File: config.mk
export PLATFORM = sky130hd
export DESIGN_NAME = ddr4_cmd_driver
export DESIGN_NICKNAME = d
export VERILOG_FILES = /design/src/rtl/ddr4_cmd_driver.sv
export SDC_FILE = /design/constraint.sdc
export NUM_CORES = 1
export LEC_CHECK = 0
export BUFFER_PORTS_ARGS = -buffer_cell sky130_fd_sc_hd__buf_2
export CORE_MARGIN = 2
export CORE_UTILIZATION = 35
export DETAILED_ROUTE_END_ITERATION = 8
export PLACE_DENSITY = 0.64
export REMOVE_ABC_BUFFERS = 1
export SETUP_SLACK_MARGIN = 0.5
export SYNTH_ARGS = -nofsm -noshare
export SYNTH_HDL_FRONTEND = slang
export SYNTH_SLANG_ARGS = --single-unit
File: constraint.sdc
create_clock -name clk -period 1.9 [get_ports clk]
set_input_delay 0.095 -clock clk [delete_from_list [all_inputs] [get_ports clk]]
set_output_delay 0.095 -clock clk [all_outputs]
set_load 0.05 [all_outputs]
File: src/rtl/ddr4_cmd_driver.sv
// ---------------------------------------------------------------------------
// ddr4_cmd_driver
//
// Controller-side initiator for a DDR4 command/address pin bundle. Abstract
// commands arrive over a valid/ready handshake and leave as JEDEC-encoded CA
// pins, one CA slot per clock. The block also sequences DRAM power-up
// (RESET_n then CKE) and holds off the next command until the minimum gap
// for the previous one has elapsed.
//
// Optional feature: define DDR4_CA_PARITY_EN to generate even CA parity on
// PARITY. Without it PARITY is tied low and no parity logic exists.
//
// Ports
//   clk, rst                 controller clock; asynchronous active-high reset
//   cmd_valid / cmd_ready    handshake; command taken when both are high
//   cmd_type                 0 NOP, 1 ACT, 2 RD, 3 WR, 4 PRE, 5 PREA, 6 REF, 7 MRS
//   cmd_rank                 target rank, driven on C
//   cmd_bg, cmd_ba           bank group / bank (MR number for MRS)
//   cmd_row                  row address (ACT) or MR opcode in [13:0] (MRS)
//   cmd_col, cmd_ap          column and auto-precharge for RD/WR
//   RESET_n, CKE             DRAM reset and clock enable
//   CS_n, ACT_n, RAS_n_A16, CAS_n_A15, WE_n_A14   command pins
//   C, BG, BA, ADDR, ADDR_17 address pins
//   PARITY                   CA parity
// ---------------------------------------------------------------------------
module ddr4_cmd_driver #(
    parameter int RANK_BITS = 3,
    parameter int BG_BITS   = 2,
    parameter int BA_BITS   = 2,
    parameter int T_RESET   = 200,
    parameter int T_CKE     = 500,
    parameter int T_ACT     = 16,
    parameter int T_RDWR    = 4,
    parameter int T_PRE     = 16,
    parameter int T_REF     = 350,
    parameter int T_MRS     = 24
) (
    input  logic                 clk,
    input  logic                 rst,
    input  logic                 cmd_valid,
    output logic                 cmd_ready,
    input  logic [2:0]           cmd_type,
    input  logic [RANK_BITS-1:0] cmd_rank,
    input  logic [BG_BITS-1:0]   cmd_bg,
    input  logic [BA_BITS-1:0]   cmd_ba,
    input  logic [17:0]          cmd_row,
    input  logic [9:0]           cmd_col,
    input  logic                 cmd_ap,
    output logic                 RESET_n,
    output logic                 CKE,
    output logic                 CS_n,
    output logic                 ACT_n,
    output logic                 RAS_n_A16,
    output logic                 CAS_n_A15,
    output logic                 WE_n_A14,
    output logic [RANK_BITS-1:0] C,
    output logic [BG_BITS-1:0]   BG,
    output logic [BA_BITS-1:0]   BA,
    output logic [13:0]          ADDR,
    output logic                 ADDR_17,
    output logic                 PARITY
);

    localparam logic [2:0] CMD_NOP  = 3'd0;
    localparam logic [2:0] CMD_ACT  = 3'd1;
    localparam logic [2:0] CMD_RD   = 3'd2;
    localparam logic [2:0] CMD_WR   = 3'd3;
    localparam logic [2:0] CMD_PRE  = 3'd4;
    localparam logic [2:0] CMD_PREA = 3'd5;
    localparam logic [2:0] CMD_REF  = 3'd6;
    localparam logic [2:0] CMD_MRS  = 3'd7;

    function automatic int max2(input int a, input int b);
        return (a > b) ? a : b;
    endfunction

    // One shared down-counter serves both the init phases and the gaps.
    localparam int T_MAX = max2(max2(max2(T_RESET, T_CKE), max2(T_ACT, T_RDWR)),
                                max2(max2(T_PRE, T_REF), T_MRS));
    localparam int CNT_W = $clog2(T_MAX + 1);

    localparam logic [CNT_W-1:0] LD_RESET = CNT_W'(T_RESET - 1);
    localparam logic [CNT_W-1:0] LD_CKE   = CNT_W'(T_CKE - 1);
    localparam logic [CNT_W-1:0] LD_ACT   = CNT_W'(T_ACT - 1);
    localparam logic [CNT_W-1:0] LD_RDWR  = CNT_W'(T_RDWR - 1);
    localparam logic [CNT_W-1:0] LD_PRE   = CNT_W'(T_PRE - 1);
    localparam logic [CNT_W-1:0] LD_REF   = CNT_W'(T_REF - 1);
    localparam logic [CNT_W-1:0] LD_MRS   = CNT_W'(T_MRS - 1);
    localparam logic [CNT_W-1:0] CNT_ONE  = CNT_W'(1);

    typedef enum logic [1:0] {
        S_RST,
        S_CKE,
        S_IDLE,
        S_GAP
    } state_t;

    // CA pins that hold their value through deselect cycles.
    typedef struct packed {
        logic                 act_n;
        logic                 ras_n;
        logic                 cas_n;
        logic                 we_n;
        logic [RANK_BITS-1:0] c;
        logic [BG_BITS-1:0]   bg;
        logic [BA_BITS-1:0]   ba;
        logic                 a17;
        logic [13:0]          addr;
    } ca_t;

    state_t           state_q, state_d;
    logic [CNT_W-1:0] cnt_q, cnt_d;
    logic             reset_n_q, reset_n_d;
    logic             cke_q, cke_d;
    logic             cs_n_q, cs_n_d;
    ca_t              ca_q, ca_d;

    assign cmd_ready = (state_q == S_IDLE);

    // NOTE: every variable gets a default before the case so that no path
    // leaves it unassigned; a missing default here would infer a latch.
    always_comb begin
        state_d   = state_q;
        cnt_d     = cnt_q;
        reset_n_d = reset_n_q;
        cke_d     = cke_q;
        cs_n_d    = 1'b1;
        ca_d      = ca_q;

        unique case (state_q)
            S_RST: begin
                if (cnt_q == '0) begin
                    state_d   = S_CKE;
                    cnt_d     = LD_CKE;
                    reset_n_d = 1'b1;
                end else begin
                    cnt_d = cnt_q - CNT_ONE;
                end
            end

            // CKE rises when the count expires; ready follows one cycle later
            // so the first command never shares a cycle with the CKE edge.
            S_CKE: begin
                if (cnt_q != '0) begin
                    cnt_d = cnt_q - CNT_ONE;
                end else if (!cke_q) begin
                    cke_d = 1'b1;
                end else begin
                    state_d = S_IDLE;
                end
            end

            S_IDLE: begin
                if (cmd_valid && cmd_type != CMD_NOP) begin
                    cs_n_d  = 1'b0;
                    state_d = S_GAP;
                    ca_d.c    = cmd_rank;
                    ca_d.bg   = '0;
                    ca_d.ba   = '0;
                    ca_d.a17  = 1'b0;
                    ca_d.addr = '0;
                    case (cmd_type)
                        CMD_ACT: begin
                            ca_d.act_n = 1'b0;
                            ca_d.ras_n = cmd_row[16];
                            ca_d.cas_n = cmd_row[15];
                            ca_d.we_n  = cmd_row[14];
                            ca_d.bg    = cmd_bg;
                            ca_d.ba    = cmd_ba;
                            ca_d.a17   = cmd_row[17];
                            ca_d.addr  = cmd_row[13:0];
                            cnt_d      = LD_ACT;
                        end
                        CMD_RD, CMD_WR: begin
                            ca_d.act_n = 1'b1;
                            ca_d.ras_n = 1'b1;
                            ca_d.cas_n = 1'b0;
                            ca_d.we_n  = (cmd_type == CMD_RD);
                            ca_d.bg    = cmd_bg;
                            ca_d.ba    = cmd_ba;
                            ca_d.addr  = {3'b000, cmd_ap, cmd_col};
                            cnt_d      = LD_RDWR;
                        end
                        CMD_PRE, CMD_PREA: begin
                            ca_d.act_n    = 1'b1;
                            ca_d.ras_n    = 1'b0;
                            ca_d.cas_n    = 1'b1;
                            ca_d.we_n     = 1'b0;
                            // Bank select only matters for single-bank PRE.
                            if (cmd_type == CMD_PRE) begin
                                ca_d.bg = cmd_bg;
                                ca_d.ba = cmd_ba;
                            end
                            ca_d.addr[10] = (cmd_type == CMD_PREA);
                            cnt_d         = LD_PRE;
                        end
                        CMD_REF: begin
                            ca_d.act_n = 1'b1;
                            ca_d.ras_n = 1'b0;
                            ca_d.cas_n = 1'b0;
                            ca_d.we_n  = 1'b1;
                            cnt_d      = LD_REF;
                        end
                        CMD_MRS: begin
                            ca_d.act_n = 1'b1;
                            ca_d.ras_n = 1'b0;
                            ca_d.cas_n = 1'b0;
                            ca_d.we_n  = 1'b0;
                            ca_d.bg    = cmd_bg;
                            ca_d.ba    = cmd_ba;
                            ca_d.addr  = cmd_row[13:0];
                            cnt_d      = LD_MRS;
                        end
                        default: begin
                            cs_n_d  = 1'b1;
                            state_d = S_IDLE;
                        end
                    endcase
                end
            end

            // Loaded with T_x-1 in the accept cycle; leaving when the count
            // reaches 1 puts ready back exactly T_x cycles after the accept.
            S_GAP: begin
                cnt_d = cnt_q - CNT_ONE;
                if (cnt_q <= CNT_ONE) begin
                    state_d = S_IDLE;
                end
            end

            default: begin
                state_d = S_RST;
            end
        endcase
    end

    // NOTE: sequential state uses non-blocking assignments so every register
    // samples its next value from the same pre-edge snapshot.
    always_ff @(posedge clk or posedge rst) begin
        if (rst) begin
            state_q   <= S_RST;
            cnt_q     <= LD_RESET;
            reset_n_q <= 1'b0;
            cke_q     <= 1'b0;
            cs_n_q    <= 1'b1;
            ca_q      <= '0;
            ca_q.act_n <= 1'b1;
            ca_q.ras_n <= 1'b1;
            ca_q.cas_n <= 1'b1;
            ca_q.we_n  <= 1'b1;
        end else begin
            state_q   <= state_d;
            cnt_q     <= cnt_d;
            reset_n_q <= reset_n_d;
            cke_q     <= cke_d;
            cs_n_q    <= cs_n_d;
            ca_q      <= ca_d;
        end
    end

`ifdef DDR4_CA_PARITY_EN
    // Even parity over the same-cycle CA pins (C excluded); computed from
    // the next-cycle pin values so it lands in the same cycle as the pins,
    // including deselect cycles where the pins simply hold.
    logic parity_q;

    always_ff @(posedge clk or posedge rst) begin
        if (rst) begin
            parity_q <= 1'b0;
        end else begin
            parity_q <= ^{ca_d.act_n, ca_d.ras_n, ca_d.cas_n, ca_d.we_n,
                          ca_d.bg, ca_d.ba, ca_d.a17, ca_d.addr};
        end
    end

    assign PARITY = parity_q;
`else
    assign PARITY = 1'b0;
`endif

    assign RESET_n   = reset_n_q;
    assign CKE       = cke_q;
    assign CS_n      = cs_n_q;
    assign ACT_n     = ca_q.act_n;
    assign RAS_n_A16 = ca_q.ras_n;
    assign CAS_n_A15 = ca_q.cas_n;
    assign WE_n_A14  = ca_q.we_n;
    assign C         = ca_q.c;
    assign BG        = ca_q.bg;
    assign BA        = ca_q.ba;
    assign ADDR      = ca_q.addr;
    assign ADDR_17   = ca_q.a17;

endmodule

==> flow_metrics.tcl <==
set metrics [dict create \
    worstSetupPathType "reg -> reg" \
    port_buffers 71 \
    top_level_ports 73 \
    viasPerCell 5.54 \
    nFillCells 579 \
    wl_per_cell_um 16.7 \
    slew_headroom 0.578 \
    grt_pass1_vias 2253 \
    critPathMaxFanout 3 \
    final_cell_count_no_fill 432 \
    drv_slew 0 \
    clockBufferDepth 2 \
    cts_tree "built" \
    clkSlewWorstSetupHoldPaths_ns 0.09 \
    grt_usage 0.188 \
    seq_area_frac_synth 0.445 \
    arrival_ns 1.98 \
    core_area_um2 6310 \
    dieWidth_um 84.7 \
    drtIter0Drc 151 \
    cts_root_buffer "clkbuf_8" \
    htreeDepth 2 \
    worst_setup_path_end_kind "flop" \
    ys_seq_elements 40 \
    place_ws_ns -0.0513 \
    ys.flop_type "dfrtp_1" \
    cp-start-kind "flop" \
    synth_cell_type_count 55 \
    ys_async_sr_fraction 1.00 \
    maxCapViolations 0 \
    setup_ws_ns 0.123 \
    synth-edff-count 0 \
    numCtsBuffers 5 \
    clk_latency_ns 0.31 \
    setup_viol 0 \
    ir_worst_vdd_v 0.000315 \
    wirelength_mm 7.22 \
    crit_end "cnt_q[6]$_DFFE_PP1P_" \
    hold_viol 0 \
    die_h_um 84.7 \
    n_antenna_cell 0 \
    period_needed_ns 1.78 \
    r2r_start "cnt_q[0]$_DFFE_PP1P_" \
    max_freq_mhz 563 \
    synth_top_area_frac 0.330 \
    rsz0062_at_grt "true" \
    start_util 0.361 \
    ff2ff_path_depth 6 \
    final_core_util 0.548 \
    grt_pass1_wl_mm 10.7 \
    layout-drive-gt1-share 0.572 \
    clock_skew_ns 0.0103 \
    rrSetupSlack_ns 0.12 \
    synth_top_area_cell "dfrtp_1" \
    dp_hpwl_mm 4.43 \
    ant_nets 0 \
    timing.rr.end "cnt_q[6]$_DFFE_PP1P_" \
    clkSinkCount 40 \
    synth_common_cells "30 x dfrtp_1, 19 x o21ai_0, 16 x nor2_1" \
    fin_tns_setup_ns 0 \
    worstHoldPathCells 2 \
    dpl_cell_area_um2 2910 \
    min_path_type "in -> reg" \
    tightestPinTransition_ns 0.627 \
    critPathRequiredTime_ns 2.10 \
    gp_congestion 0.867 \
    grt_max_degree 41 \
    stdcell_area_um2 3460 \
    dr.pass1.iters 5 \
    route.detailed.drc 0 \
    area_delta_synth_final_pct 52.0 \
    status "finished, final reports clean" \
    leakage_uw 0.00166 \
    period_share 0.935 \
    netlist_area_um2 2280 \
    avgSynthCellArea_um2 9.73 \
    netlist_instances 234 \
    post-place-cells 401 \
    overflow 0 \
    fin_nets 403 \
    startpoint "cnt_q[0]$_DFFE_PP1P_" \
    yosysMostFrequentCell "dfrtp_1" \
    powerDensity_nw_per_um2 559 \
    antenna_found_initial 0 \
    vias 2395 \
    synthTopCellsByArea "dfrtp_1 33%, dfstp_2 12%, o21ai_0 4.2%" \
    dieArea_um2 7170 \
    num_rows 29 \
    yosysWarnings 0 \
]
worst max-delay path: stages, from the launching register on:
cell,delay [ns]
dfstp_2,0.38
inv_2,0.08
ha_4,0.15
or3b_4,0.41
buf_4,0.16
o41ai_1,0.31
o22ai_1,0.19
report_power, final:
part	switching, uW	internal, uW
Sequential	48.9	893
Clock	321	257
Combinational	215	201
registers in the layout, summed over array words and instances, names as in the netlist:
signal and cells:
ACT_n 1, ADDR 14, ADDR_17 1, BA 2, BG 2, C 3, CAS_n_A15 1, CKE 1
CS_n 1, RAS_n_A16 1, RESET_n 1, WE_n_A14 1, cnt_q 9, state_q 2
stage by stage:
step                total power, uW  hold WS (ns)
floorplan                      1080         0.228
global placement               1230         0.249
detailed placement             1230         0.260
CTS                            1840       0.00538
global route                   2030      0.000955
finish                         1940       0.00791
routing by layer:
layer,track usage,wire [um],up-vias
li1,-,-,1115
met1,0.235,2940,1144
met2,0.308,3640,110
met3,0.0393,425,26
met4,0.0909,223,0
met5,0,0,-
logic make-up (layout without fill, tap and decap cells):
logic type | after synthesis | in the layout | synth area share
muxes | 8 | 8 | 0.0423
other | 1 | 1 | 0.00165
buffers and inverters | 28 | 147 | 0.0560
AOI/OAI and AO/OA | 80 | 82 | 0.241
DFF | 40 | 40 | 0.445
adders and majority gates | 7 | 7 | 0.0385
and+or+nand+nor | 70 | 70 | 0.175
how the worst min path moves through the flow:
stage | start | end | slack [ns]
floorplan | cmd_row[11] | ADDR[11]$_DFFE_PP0P_ | 0.23
global placement | rst | ADDR[2]$_DFFE_PP0P_ | 0.25
detailed placement | rst | ADDR[5]$_DFFE_PP0P_ | 0.26
CTS | cmd_row[13] | ADDR[13]$_DFFE_PP0P_ | 0.005
global route | cmd_bg[1] | BG[1]$_DFFE_PP0P_ | 0.001
finish | cmd_row[13] | ADDR[13]$_DFFE_PP0P_ | 0.008
repair_timing:
item / in CTS / in global routing
hold buffers: 5 / 0
endpoints found under the hold margin: 34 / 0
pin swaps: 11 / 18
buffers inserted: 3 / 11
resized for setup: 47 / 33
endpoints found under the setup margin: 37 / 39
gates cloned: 2 / 2
final cells by class:
class	instances	area [um2]	share of cell area
multi-input cells	168	1400	0.403
flip-flops and latches	40	1020	0.294
repair buffers	126	810	0.234
well taps	77	96.3	0.0278
clock buffers	6	72.6	0.0210
inverters	12	47.5	0.0137
clock inverters	2	12.5	0.00362
repair inverters	1	7.51	0.00217
cells in the final DEF (no fill, tap or decap), types with 5 or more instances in the layout:
| master | n |
|---|---|
| ha_1 | 5 |
| nor2_2 | 5 |
| nand2_1 | 14 |
| buf_2 | 70 |
| a22o_1 | 7 |
| buf_4 | 44 |
| o21ai_1 | 11 |
| o21ai_0 | 7 |
| dlygate4sd3_1 | 5 |
| dfrtp_1 | 26 |
| a21oi_1 | 8 |
| a22oi_1 | 11 |
| nor2_1 | 10 |
| buf_6 | 7 |
| clkbuf_8 | 5 |
| dfstp_2 | 10 |
| inv_1 | 9 |
No activity file was read; power rests on OpenSTA's default activity.
